[src/rtl/program_loader_pkg.sv]
// Shared types and constants for the boot-time program loader.
package program_loader_pkg;

  typedef enum logic [2:0] {
    ST_IDLE,
    ST_LEN_LO,
    ST_LEN_HI,
    ST_DATA,
    ST_CHECK,
    ST_DONE,
    ST_ERROR
  } state_t;

  localparam int unsigned HEADER_BYTES   = 2;
  localparam int unsigned BYTES_PER_WORD = 4;
  localparam int unsigned CHK_WIDTH      = 8;

  localparam logic [1:0] LAST_LANE = 2'(BYTES_PER_WORD - 1);

endpackage

[src/rtl/program_loader_word_assembler.sv]
// Collects four stream bytes into a little-endian 32-bit word and flags it
// with a one-cycle registered word_valid when the last lane lands.
module word_assembler
  import program_loader_pkg::*;
(
  input  logic        clk,
  input  logic        rst,
  input  logic        i_clear,
  input  logic        i_valid,
  input  logic [7:0]  i_byte,
  output logic [1:0]  o_lane,
  output logic        o_word_valid,
  output logic [31:0] o_word
);

  logic [23:0] r_lanes;
  logic [1:0]  r_lane;
  logic        r_word_valid;
  logic [31:0] r_word;

  always_ff @(posedge clk or posedge rst) begin
    if (rst) begin
      r_lanes      <= '0;
      r_lane       <= '0;
      r_word_valid <= 1'b0;
      r_word       <= '0;
    end else begin
      r_word_valid <= 1'b0;
      if (i_clear) begin
        r_lanes <= '0;
        r_lane  <= '0;
        r_word  <= '0;
      end else if (i_valid) begin
        if (r_lane == LAST_LANE) begin
          r_word       <= {i_byte, r_lanes};
          r_word_valid <= 1'b1;
          r_lanes      <= '0;
          r_lane       <= '0;
        end else begin
          r_lanes[{r_lane, 3'b000} +: 8] <= i_byte;
          r_lane                         <= r_lane + 2'd1;
        end
      end
    end
  end

  assign o_lane       = r_lane;
  assign o_word_valid = r_word_valid;
  assign o_word       = r_word;

endmodule

[src/rtl/program_loader.sv]
// Boot loader: parses a length-prefixed byte stream into program memory,
// verifies an 8-bit checksum and only then releases the core from reset.
module program_loader
  import program_loader_pkg::*;
#(
  parameter int unsigned MEMORY_DEPTH = 64,
  parameter int unsigned ADDR_WIDTH   = $clog2(MEMORY_DEPTH)
) (
  input  logic                  clk,
  input  logic                  reset,
  input  logic                  start_i,
  input  logic                  byte_valid_i,
  input  logic [7:0]            byte_data_i,
  output logic                  byte_ready_o,
  output logic                  mem_write_o,
  output logic [ADDR_WIDTH-1:0] mem_address_o,
  output logic [31:0]           mem_data_o,
  output logic                  cpu_reset_o,
  output logic                  done_o,
  output logic                  error_o
);

  state_t                r_state;
  logic                  r_ready;
  logic                  r_cpu_reset;
  logic                  r_done;
  logic                  r_error;
  logic [15:0]           r_len;
  logic [15:0]           r_word_cnt;
  logic [CHK_WIDTH-1:0]  r_chk;
  logic [ADDR_WIDTH-1:0] r_addr;

  logic                  w_accept;
  logic                  w_can_start;
  logic                  w_clear;
  logic                  w_data_accept;
  logic [15:0]           w_len;
  logic [1:0]            w_lane;
  logic                  w_word_valid;
  logic [31:0]           w_word;

  assign w_accept      = byte_valid_i & r_ready;
  assign w_can_start   = (r_state == ST_IDLE) || (r_state == ST_DONE) || (r_state == ST_ERROR);
  assign w_clear       = w_can_start & start_i;
  assign w_data_accept = w_accept & (r_state == ST_DATA);
  assign w_len         = {byte_data_i, r_len[7:0]};

  word_assembler u_word_assembler (
    .clk          (clk),
    .rst          (reset),
    .i_clear      (w_clear),
    .i_valid      (w_data_accept),
    .i_byte       (byte_data_i),
    .o_lane       (w_lane),
    .o_word_valid (w_word_valid),
    .o_word       (w_word)
  );

  always_ff @(posedge clk or posedge reset) begin
    if (reset) begin
      r_state     <= ST_IDLE;
      r_ready     <= 1'b0;
      r_cpu_reset <= 1'b1;
      r_done      <= 1'b0;
      r_error     <= 1'b0;
      r_len       <= '0;
      r_word_cnt  <= '0;
      r_chk       <= '0;
      r_addr      <= '0;
    end else begin
      // Address advances the edge after the write strobe; the word counter has
      // already moved on, so the final word leaves the address in range.
      if (w_word_valid && (r_word_cnt < r_len))
        r_addr <= r_addr + ADDR_WIDTH'(1);

      case (r_state)
        ST_IDLE, ST_DONE, ST_ERROR: begin
          if (start_i) begin
            r_state     <= ST_LEN_LO;
            r_ready     <= 1'b1;
            r_cpu_reset <= 1'b1;
            r_done      <= 1'b0;
            r_error     <= 1'b0;
            r_len       <= '0;
            r_word_cnt  <= '0;
            r_chk       <= '0;
            r_addr      <= '0;
          end
        end
        ST_LEN_LO: begin
          if (w_accept) begin
            r_len[7:0] <= byte_data_i;
            r_state    <= ST_LEN_HI;
          end
        end
        ST_LEN_HI: begin
          if (w_accept) begin
            r_len <= w_len;
            if (32'(w_len) > 32'(MEMORY_DEPTH)) begin
              r_state <= ST_ERROR;
              r_ready <= 1'b0;
              r_error <= 1'b1;
            end else if (w_len == 16'd0) begin
              r_state <= ST_CHECK;
            end else begin
              r_state <= ST_DATA;
            end
          end
        end
        ST_DATA: begin
          if (w_accept) begin
            r_chk <= r_chk + byte_data_i;
            if (w_lane == LAST_LANE) begin
              r_word_cnt <= r_word_cnt + 16'd1;
              if (r_word_cnt == r_len - 16'd1)
                r_state <= ST_CHECK;
            end
          end
        end
        ST_CHECK: begin
          if (w_accept) begin
            r_ready <= 1'b0;
            if (byte_data_i == r_chk) begin
              r_state     <= ST_DONE;
              r_done      <= 1'b1;
              r_cpu_reset <= 1'b0;
            end else begin
              r_state <= ST_ERROR;
              r_error <= 1'b1;
            end
          end
        end
        default: begin
          r_state <= ST_IDLE;
          r_ready <= 1'b0;
        end
      endcase
    end
  end

  assign byte_ready_o  = r_ready;
  assign mem_write_o   = w_word_valid;
  assign mem_address_o = r_addr;
  assign mem_data_o    = w_word;
  assign cpu_reset_o   = r_cpu_reset;
  assign done_o        = r_done;
  assign error_o       = r_error;

endmodule

[config.mk]
export PLATFORM = sky130hd
export DESIGN_NAME = program_loader
export DESIGN_NICKNAME = d
export VERILOG_FILES = /design/src/rtl/program_loader_pkg.sv /design/src/rtl/program_loader_word_assembler.sv /design/src/rtl/program_loader.sv
export SDC_FILE = /design/constraint.sdc
export NUM_CORES = 1
export LEC_CHECK = 0
export CAP_MARGIN = 5
export CORE_MARGIN = 1.5
export CORE_UTILIZATION = 29
export DETAILED_ROUTE_END_ITERATION = 6
export SLEW_MARGIN = 20
export SYNTH_ARGS = -nofsm -noshare
export SYNTH_HDL_FRONTEND = slang
export SYNTH_HIERARCHICAL = 1
export SYNTH_SLANG_ARGS = --single-unit
[constraint.sdc]
create_clock -name clk -period 8.6 [get_ports clk]
set_input_delay 1.72 -clock clk [delete_from_list [all_inputs] [get_ports clk]]
set_output_delay 1.72 -clock clk [all_outputs]
set_load 0.02 [all_outputs]
==> impl_metrics.yaml <==
run_status:
  status: "complete, no violations"
sta:
  tightestPinTransition_ns: 0.991
  setup_tns_ns: 0
  rsz0062_at_grt: "false"
  max_slew_margin_pct: 33.9
  final_max_slew_viol_count: 0
  skew_ns: 0.00546
  final_min_period_over_clock_period_pct: 52.7
  finalWorstSetupSlack_ns: 4.07
  setup_viol: 0
  timing.final.crit_period_ns: 4.53
  clock.fmax_ghz: 0.221
  finalHoldViolCount: 0
place:
  place_congestion: 0.778
  dp.final_hpwl_mm: 10.0
  io_buffers: 54
  pre_cts_ws_ns: 3.70
floorplanning:
  rows: 53
  fp.dieArea_um2: 22100
  die_x_um: 149
  core_area_um2: 20900
  die_h_um: 149
  start_util_pct: 29.4
  io_pins: 55
critical_path:
  crit_arrival_ns: 4.83
  crit_path_end_kind: "register"
  required_ns: 8.90
  crit_type: "in2reg"
  cp_max_fo: 34
  crit_path_start_kind: "primary input"
grt:
  antenna_found_initial: 0
  grt_usage_pct: 13.9
  grt_max_degree: 60
  overflow: 0
  grt_pass1_vias: 4578
  grt_pass1_wl_mm: 24.3
detailed_routing:
  wirelength_mm: 14.4
  final_antenna_net_count: 0
  routedWlPerCell_um: 15.3
  drtIter0Drc: 239
  vias: 4710
  viasPerCell: 5.01
  drc: 0
  first_pass_iters: 5
yosys:
  synth_fp_nets: 662
  syn_area_um2: 6140
  seq_area_frac_synth_pct: 45.7
  synth-main-ff-cell: "dfrtp_1"
  avgSynthCellArea_um2: 9.94
  synth_edf_count: 0
  ys_warn_count: 6
  synth_cell_types: 68
  ys_async_sr_fraction_pct: 100
  postSynthCellCount: 618
  yosys_register_bits: 112
pwr:
  peakVddDrop_mv: 0.112
  power.internal_mw: 1.01
  p_clk_share_pct: 26.3
  switchingPower_uw: 605
  powerDensity_nw_per_um2: 223
  power_frac_comb_pct: 31.4
  leakage_nw: 3.13
  sequentialPowerShare_pct: 42.3
  p_sw_share_pct: 37.4
clock_network:
  cts_made_buffers: 9
  clk_latency_ns: 0.36
  cts_resized: 0
  clk_pin_slew_ns: 0.08
  clockBufferDepth: 2
  root_buffer: "clkbuf_16"
  clock-sinks: 112
  htree_levels: 3
  post_cts_buffers: 0
  holdBufCountCts: 0
  cts_tree: "yes"
layout:
  final_net_count: 704
  diodes: 0
  drive_gt1_share_pct: 6.02
  area_growth_pct: 17.7
  final_util_pct: 34.6
flow_run:
  maxCapViolCount: 0
min_path:
  hold_class: "reg2reg"
-- cell usage after synthesis, types with 4 or more instances --
| cell type | count | share of area (%) |
|---|---|---|
| nand4b_1 | 4 | 0.57 |
| o31ai_1 | 12 | 1.5 |
| nor2_1 | 39 | 2.4 |
| a22o_1 | 48 | 6.8 |
| nor4_1 | 5 | 0.51 |
| o21ai_0 | 41 | 3.3 |
| xnor2_1 | 18 | 2.6 |
| a32o_1 | 6 | 0.98 |
| a21oi_1 | 27 | 2.2 |
| buf_2 | 11 | 0.90 |
| nand2b_1 | 7 | 0.71 |
| or3_1 | 7 | 0.71 |
| nand3_1 | 13 | 1.1 |
| and3_1 | 12 | 1.2 |
| clkbuf_1 | 12 | 0.73 |
| nor4b_1 | 4 | 0.57 |
| o21a_1 | 4 | 0.49 |
| a31oi_1 | 6 | 0.61 |
| nand2_1 | 62 | 3.8 |
| a21o_1 | 5 | 0.61 |
| nor3_1 | 11 | 0.90 |
| inv_1 | 32 | 2.0 |
| ha_1 | 31 | 6.3 |
| dfrtp_1 | 111 | 45 |
| nand4_1 | 8 | 0.81 |
| and2_1 | 4 | 0.41 |
| mux2i_1 | 4 | 0.65 |
| xor2_1 | 18 | 2.6 |
-- cells in the final DEF, fill, tap and decap left out, types with 3 or more instances in the layout --
| cell | Yosys | routed |
|---|---|---|
| nor3_1 | 11 | 11 |
| o31a_1 | 3 | 3 |
| a21o_1 | 5 | 5 |
| a21oi_1 | 27 | 27 |
| o21a_1 | 4 | 4 |
| nor4b_1 | 4 | 4 |
| nand4b_1 | 4 | 4 |
| clkinv_8 | 0 | 3 |
| a22o_1 | 48 | 48 |
| mux2i_1 | 4 | 4 |
| buf_4 | 0 | 4 |
| nor2b_1 | 3 | 3 |
| a32o_1 | 6 | 6 |
| nor2_1 | 39 | 38 |
| inv_6 | 0 | 4 |
| ha_1 | 31 | 31 |
| xnor2_1 | 18 | 18 |
| mux2_2 | 3 | 3 |
| nand2b_1 | 7 | 7 |
| and3_1 | 12 | 12 |
| nand3_1 | 13 | 13 |
| clkbuf_16 | 0 | 9 |
| dfrtp_1 | 111 | 111 |
| o21ai_0 | 41 | 41 |
| or3_1 | 7 | 7 |
| a31oi_1 | 6 | 6 |
| nor2_2 | 2 | 3 |
| nand4_1 | 8 | 8 |
| xor2_1 | 18 | 18 |
| and2_1 | 4 | 4 |
| inv_1 | 32 | 30 |
| nor4_1 | 5 | 5 |
| o31ai_1 | 12 | 12 |
| nand2_1 | 62 | 62 |
| clkdlybuf4s50_1 | 0 | 54 |
-- power groups by stage --
stage                     Clock [mW]  Sequential [mW]  Combinational (mW)
after global routing           0.461            0.699               0.575
final                          0.425            0.684               0.507
after detailed placement           0            0.693               0.509
after global placement             0            0.692               0.505
after CTS                      0.444            0.684               0.512
after floorplan                    0            0.670               0.391
-- worst max-delay path: stages --
cell	delay (ns)
clkdlybuf4s50_1	0.60
nor3b_2	0.27
o22ai_2	0.37
nand2b_1	0.23
clkinv_1	0.07
buf_4	0.24
a21oi_2	0.76
and2_1	0.37
a32o_1	0.16
-- sequential cells by signal, indices dropped and copies added, names as in the netlist, 2 cells and up --
name                      flops
u_word_assembler/o_word      32
u_word_assembler/r_lanes     24
r_state                       3
mem_address_o                 6
r_word_cnt                   16
r_chk                         8
r_len                        16
u_word_assembler/o_lane       2
-- metal layers --
layer,vias to the layer above,share of wire (%),GRT usage [%]
met4,0,0.75,3.42
li1,2337,-,-
met1,2297,51,20.1
met5,-,0,0
met2,70,45,21.4
met3,6,3.2,2.64
-- cell families (layout without fill, tap and decap cells) --
family                     count (synthesis)  count (layout)  share of synthesized area [%]
and+or+nand+nor                          197             197                           17.0
AOI/OAI and AO/OA                        174             174                           20.1
DFF                                      112             112                           45.7
buffers and inverters                     60             107                           4.26
xor gates and xnor gates                  36              36                           5.13
adders and majority gates                 32              32                           6.64
muxes                                      7               7                           1.20
-- final cells by class --
cell class	instances	area, um2
Fill cell	2138	13700
Multi-Input combinational cell	446	3080
Sequential cell	112	2800
Timing Repair Buffer	58	571
Tap cell	275	344
Clock buffer	9	225
Inverter	33	124
Clock inverter	7	83.8
-- per-stage QoR --
step / cell area (um2) / std cells / total power, mW / hold WS (ns)
after floorplan: 6140 / 618 / 1.06 / 0.454
after global placement: 6920 / 924 / 1.20 / 0.468
after detailed placement: 6920 / 924 / 1.20 / 0.478
after CTS: 7230 / 940 / 1.64 / 0.496
after global routing: 7230 / 940 / 1.74 / 0.519
final: 7230 / 940 / 1.62 / 0.491
-- final timing paths --
path / startpoint / endpoint / slack (ns) / depth (start not counted)
worst min register to register: r_chk[2] / r_chk[2] / 0.49 / 2
max in group asynchronous: reset / r_word_cnt[7] / 6.19 / 3
worst min-delay path: r_chk[2] / r_chk[2] / 0.49 / 2
worst max-delay path: start_i / u_word_assembler/r_lanes[23] / 4.07 / 9
min in group asynchronous: reset / u_word_assembler/o_word[30] / 1.92 / 3
worst max register to register: r_state[0] / u_word_assembler/r_lanes[23] / 5.20 / 9
Note: power is estimated with default switching activity, not from simulation.
